**src/rtl/pkt_ingress_pkg.sv**
```systemverilog
// pkt_ingress_pkg: state encodings and slot/word constants shared by the ingress stage and RAM controller
package pkt_ingress_pkg;
  localparam int DATA_W = 64;
  localparam int RAM_ARRAY = 8;
  localparam int SEQ_W = 3;
  localparam int LEN_W = 10;
  localparam int BYTES_PER_WORD = 8;
  typedef enum logic [3:0] {
    S_IDLE    = 4'b0001,
    S_PKT     = 4'b0010,
    S_DISCARD = 4'b0100,
    S_GAP     = 4'b1000
  } state_t;
endpackage

```
**src/rtl/pkt_ingress_seq_slot_tracker.sv**
```systemverilog
// pkt_ingress_seq_slot_tracker: slot occupancy vector, round-robin write pointer and claim/release arbitration
module pkt_ingress_seq_slot_tracker
  import pkt_ingress_pkg::*;
#(
  parameter int ram_array = RAM_ARRAY,
  parameter int seq_width = SEQ_W
) (
  input  logic                 clk,
  input  logic                 reset_n,
  input  logic                 i_claim,
  input  logic                 i_advance,
  input  logic                 i_free,
  input  logic [seq_width-1:0] i_free_seq,
  input  logic                 i_release,
  input  logic [seq_width-1:0] i_release_seq,
  output logic [ram_array-1:0] o_busy,
  output logic [seq_width-1:0] o_wr_ptr,
  output logic                 o_slot_free
);
  logic [ram_array-1:0] r_busy, w_set, w_clr;
  logic [seq_width-1:0] r_wr_ptr;
  always_comb begin
    w_set = '0;
    w_clr = '0;
    w_set[r_wr_ptr] = i_claim;
    if (i_release) w_clr[i_release_seq] = 1'b1;
    if (i_free) w_clr[i_free_seq] = 1'b1;
  end
  // set is applied after clear so a claim beats a same-cycle release of that slot
  always_ff @(posedge clk or negedge reset_n) begin
    if (!reset_n) begin
      r_busy <= '0;
      r_wr_ptr <= '0;
    end else begin
      r_busy <= (r_busy & ~w_clr) | w_set;
      r_wr_ptr <= r_wr_ptr + seq_width'(i_advance);
    end
  end
  assign o_busy = r_busy;
  assign o_wr_ptr = r_wr_ptr;
  assign o_slot_free = !r_busy[r_wr_ptr];
endmodule

```
**src/rtl/pkt_ingress_seq.sv**
```systemverilog
// pkt_ingress_seq: assigns round-robin RAM slots to a sop/eop packet stream and drives the slot write stream
module pkt_ingress_seq
  import pkt_ingress_pkg::*;
#(
  parameter int data_width = DATA_W,
  parameter int ram_array  = RAM_ARRAY,
  parameter int seq_width  = SEQ_W,
  parameter int len_width  = LEN_W
) (
  input  logic                  clk,
  input  logic                  reset_n,
  input  logic [data_width-1:0] s_data_in,
  input  logic                  s_valid_in,
  input  logic                  s_sop_in,
  input  logic                  s_eop_in,
  input  logic [2:0]            s_empty_in,
  output logic                  s_ready_out,
  output logic [data_width-1:0] data_out,
  output logic                  data_valid_out,
  output logic [seq_width-1:0]  pack_seq_out,
  output logic [len_width-1:0]  data_length_out,
  output logic [3:0]            last_bytes_out,
  output logic                  pkt_done_out,
  output logic                  pkt_abort_out,
  input  logic                  slot_release_in,
  input  logic [seq_width-1:0]  slot_release_seq_in,
  output logic [ram_array-1:0]  slot_busy_out
);
  localparam logic [len_width:0] CNT_ONE = {{len_width{1'b0}}, 1'b1};
  state_t r_state, w_next;
  logic [seq_width-1:0] r_seq, w_wr_ptr;
  logic [len_width:0] r_cnt, w_cnt_nxt;
  logic [data_width-1:0] r_data;
  logic [len_width-1:0] r_len;
  logic [3:0] r_last;
  logic r_valid, r_done, r_abort;
  logic w_slot_free, w_ready, w_claim, w_emit, w_done, w_abort;
  pkt_ingress_seq_slot_tracker #(.ram_array(ram_array), .seq_width(seq_width)) u_slots (
    .clk(clk),
    .reset_n(reset_n),
    .i_claim(w_claim),
    .i_advance(w_done),
    .i_free(w_abort),
    .i_free_seq(r_seq),
    .i_release(slot_release_in),
    .i_release_seq(slot_release_seq_in),
    .o_busy(slot_busy_out),
    .o_wr_ptr(w_wr_ptr),
    .o_slot_free(w_slot_free)
  );
  assign w_cnt_nxt = (r_state == S_IDLE) ? CNT_ONE : r_cnt + CNT_ONE;
  always_comb begin
    w_next = r_state;
    w_ready = 1'b0;
    w_claim = 1'b0;
    w_emit = 1'b0;
    w_done = 1'b0;
    w_abort = 1'b0;
    case (r_state)
      S_IDLE: begin
        w_ready = w_slot_free;
        if (s_valid_in && w_slot_free && s_sop_in) begin
          w_claim = 1'b1;
          w_emit = 1'b1;
          w_done = s_eop_in;
          w_next = s_eop_in ? S_GAP : S_PKT;
        end
      end
      S_PKT: begin
        // a new sop is refused here and retried from IDLE after the abort
        w_ready = !(s_valid_in && s_sop_in);
        if (!s_valid_in || s_sop_in) begin
          w_abort = 1'b1;
          w_next = s_valid_in ? S_IDLE : S_DISCARD;
        end else if (r_cnt[len_width]) begin
          w_abort = 1'b1;
          w_next = s_eop_in ? S_GAP : S_DISCARD;
        end else begin
          w_emit = 1'b1;
          w_done = s_eop_in;
          w_next = s_eop_in ? S_GAP : S_PKT;
        end
      end
      S_DISCARD: begin
        w_ready = 1'b1;
        w_next = (s_valid_in && s_eop_in) ? S_IDLE : S_DISCARD;
      end
      S_GAP: w_next = S_IDLE;
      default: w_next = S_IDLE;
    endcase
  end
  always_ff @(posedge clk or negedge reset_n) begin
    if (!reset_n) r_state <= S_IDLE;
    else r_state <= w_next;
  end
  always_ff @(posedge clk or negedge reset_n) begin
    if (!reset_n) begin
      r_seq <= '0;
      r_cnt <= '0;
      r_data <= '0;
      r_len <= '0;
      r_last <= '0;
      r_valid <= 1'b0;
      r_done <= 1'b0;
      r_abort <= 1'b0;
    end else begin
      r_valid <= w_emit;
      r_done <= w_done;
      r_abort <= w_abort;
      if (w_claim) r_seq <= w_wr_ptr;
      if (w_emit) r_cnt <= w_cnt_nxt;
      if (w_emit) r_data <= s_data_in;
      if (w_done) r_len <= w_cnt_nxt[len_width] ? {len_width{1'b1}} : w_cnt_nxt[len_width-1:0];
      if (w_done) r_last <= 4'(BYTES_PER_WORD) - {1'b0, s_empty_in};
    end
  end
  assign s_ready_out = reset_n & w_ready;
  assign data_out = r_data;
  assign data_valid_out = r_valid;
  assign pack_seq_out = r_seq;
  assign data_length_out = r_len;
  assign last_bytes_out = r_last;
  assign pkt_done_out = r_done;
  assign pkt_abort_out = r_abort;
endmodule

```
**config.mk**
```make
export PLATFORM = sky130hd
export DESIGN_NAME = pkt_ingress_seq
export DESIGN_NICKNAME = d
export VERILOG_FILES = /design/src/rtl/pkt_ingress_pkg.sv /design/src/rtl/pkt_ingress_seq_slot_tracker.sv /design/src/rtl/pkt_ingress_seq.sv
export SDC_FILE = /design/constraint.sdc
export NUM_CORES = 1
export LEC_CHECK = 0
export CAP_MARGIN = 20
export CORE_UTILIZATION = 46
export DETAILED_ROUTE_END_ITERATION = 7
export PLACE_DENSITY = 0.81
export SLEW_MARGIN = 20
export SYNTH_ARGS = -nofsm -noshare
export SYNTH_HDL_FRONTEND = slang
export SYNTH_SLANG_ARGS = --single-unit
```
**constraint.sdc**
```tcl
create_clock -name clk -period 2.85 [get_ports clk]
set_input_delay 0.4275 -clock clk [delete_from_list [all_inputs] [get_ports clk]]
set_output_delay 0.4275 -clock clk [all_outputs]
set_load 0.01 [all_outputs]
```
==> metrics.txt <==
most frequent cells in the layout clkdlybuf4s50_1 (167), dfrtp_1 (108), mux2_2 (63); max-cap viol count 0; Top Ports approximately 170; DR vias 3835; wire length per cell 17.0 um; chip height 106 um; Buffers on Ports 168; Reg2Reg Depth 6; #FFs+latches synth 110; sequential-to-total area share from yosys stat 55.6%; initial antenna violation count 0; slew margin rel. 51.4%; Synth Instances around 380; ratio of cells with drive above 1 in the final layout 19.5%; nets approximately 640; placed wire-length estimate 8770 um; synthesized area per cell 13.0 sq um; Area Growth Syn to Fin 41.8%; Setup Skew between 0.015 and 0.02 ns; global-route wire length before repair 19400 um; Diodes inserted 0; crit-path max FO 6; commonest non-fill, non-tap cell in the layout clkdlybuf4s50_1; Detail Route Antenna Nets 0; r2r endpoint data_out[35]; setup TNS 0 ns; Final Hold Viols 0; critical path class reg2out; Crit. End Element output pin; Final period util 94.8%; post-synthesis mux area share 20.8%; total wire length 11900 um; largest net degree at the start of global routing 58; Worst EP arrival 2.27 ns; YS warnings 0; initial detailed-routing violation count 141; CP Capture Point s_ready_out; Final WS setup 0.149 ns; Tot Pwr 6.78 mW; DP Area slightly below 7000 sq um; CP max-delay cell mux4_2; Post-Synth Simple-Gate Area 9.47%; post-synthesis compound-gate area fraction under 10%; CTS Hold Buffers Added 0; Final min period between 2 and 3 ns; area of the die 11200 sq um; vias in the first global route 4025; Peak VDD IR 0.000500 V; post-route cell area approximately 7000 sq um; Worst-Skew Late Latency ~0.37 ns; Starting Density between 40 and 50%; clk root buf clkbuf_8; DIE WIDTH around 110 um; worst hold slack 0.180 ns; syn nets between 400 and 500; buffers plus inverters on the worst setup path 1; final setup vio count 0; synthesized area 4950 sq um; # DRC 0; LEAKAGE slightly below 3 nW; CP Cell Sequence mux2i_1 -> mux4_2 -> a221oi_2 -> nor2b_1 -> clkdlybuf4s50_1; Total Routing Usage GR 22.2%; maximum clock rate 370 MHz; Worst path top cell family by delay multiplexers; pre-CTS setup slack 0.182 ns; instance count on the critical path 5; Synth cell types 57; CTS clk-pin slew, worst paths approximately 0.12 ns; Adder-Cell Fraction of Synth Area 1.01%; TritonRoute pass-1 iters 4; Crit. Startpoint u_slots.o_wr_ptr[0]; Final Slew Violations 0; total CTS buffers 9; grt total ovfl 0; TritonCTS clock tree done; status completed; Worst-Margin Slew around 0.73 ns; Post-synth EDFFs 0; Post-Synth XOR/XNOR Area 0.707%; dominant synthesized flop cell dfrtp_1; Max Root-Sink Buffers 2; FF-to-FF Start u_slots.o_wr_ptr[0]; Hold Crit Class in2async; largest family of logic cells by synthesized area multiplexers; H-tree depth 3; Clock Sinks 110; CP required between 2 and 2.5 ns; RSZ-0062 raised after global routing no; Worst path max stage delay 0.50 ns; Rows 37; Synth async-reset ratio 100%; startpoint types flop; area of the core 10400 sq um; r2r setup slk 0.32 ns; Via density 5.48; GPL Wtd Cong between 0.8 and 0.9; PD cells 965 nW/um^2
## state kept, by name (all words and copies together), names as in the netlist
name / flops
data_length_out: 10
u_slots.o_busy: 8
pkt_done_out: 1
r_cnt: 11
last_bytes_out: 4
r_state: 4
data_valid_out: 1
pkt_abort_out: 1
data_out: 64
u_slots.o_wr_ptr: 3
pack_seq_out: 3
## power breakdown
part	internal, mW	total, mW	switching, mW	leakage [nW]
clock network	0.353	0.900	0.547	0.0947
registers	2.21	2.65	0.441	1.36
logic	1.95	3.23	1.28	1.49
total	4.51	6.78	2.27	2.94
## synth_stat cells, types with 4 or more instances
master | n | area [sq um]
o22ai_1 | 6 | 37.5
nand2b_1 | 7 | 43.8
clkbuf_1 | 4 | 15.0
o31ai_1 | 7 | 52.6
o21ai_0 | 16 | 80.1
dfrtp_1 | 109 | 2730
a21oi_1 | 7 | 35.0
a31oi_1 | 4 | 25.0
nand3_1 | 9 | 45.0
ha_1 | 4 | 50.1
mux2_2 | 63 | 709
mux2i_1 | 6 | 60.1
inv_1 | 8 | 30.0
buf_4 | 6 | 45.0
nor2_1 | 7 | 26.3
nand2_1 | 24 | 90.1
mux2_1 | 19 | 214
buf_6 | 4 | 45.0
nor3_1 | 5 | 25.0
or4_1 | 4 | 30.0
## what timing repair did
| item | in CTS | in global routing |
|---|---|---|
| cloned | 0 | 0 |
| hold endpoints to repair | 0 | 0 |
| resized for setup | 1 | 2 |
| setup endpoints to repair | 1 | 1 |
| buffers inserted | 1 | 3 |
## cell families after synthesis
family | Yosys count
AND/OR/NAND/NOR | 82
AO/OA/AOI/OAI | 65
multiplexers | 90
XOR/XNOR | 4
adder cells (fa/ha/maj) | 4
buffers and inverters | 26
flip-flops | 110
## worst min-delay path by stage
stage,slack [ns],endpoint,startpoint
finish,0.18,data_out[5],reset_n
global route,0.23,data_out[6],reset_n
CTS,0.21,data_out[6],reset_n
detailed placement,0.48,data_out[2],data_out[2]
global placement,0.47,data_out[61],data_out[61]
floorplan,0.13,data_length_out[0],reset_n
## area by class of cell
| cell class | instances | area [sq um] |
|---|---|---|
| Clock buffer | 11 | 141 |
| Clock inverter | 5 | 40.0 |
| Fill cell | 801 | 3350 |
| Inverter | 9 | 33.8 |
| Multi-Input combinational cell | 245 | 2060 |
| Sequential cell | 110 | 2760 |
| Tap cell | 136 | 170 |
| Timing Repair Buffer | 184 | 1820 |
## metal layers
metal | global-route usage (%) | part of all wire (%) | routed length (um)
met2 | 37.4 | 50 | 5940
met5 | 0 | 0 | 0
met1 | 26.6 | 40 | 4710
met3 | 6.00 | 8.0 | 949
met4 | 9.62 | 2.6 | 308
## metrics by stage
step	cells	util, %
floorplan	381	-
finish	700	67.7
detailed placement	680	65.6
global route	700	67.7
global placement	680	65.6
CTS	697	67.4
No activity file was read; power rests on OpenSTA's default activity.
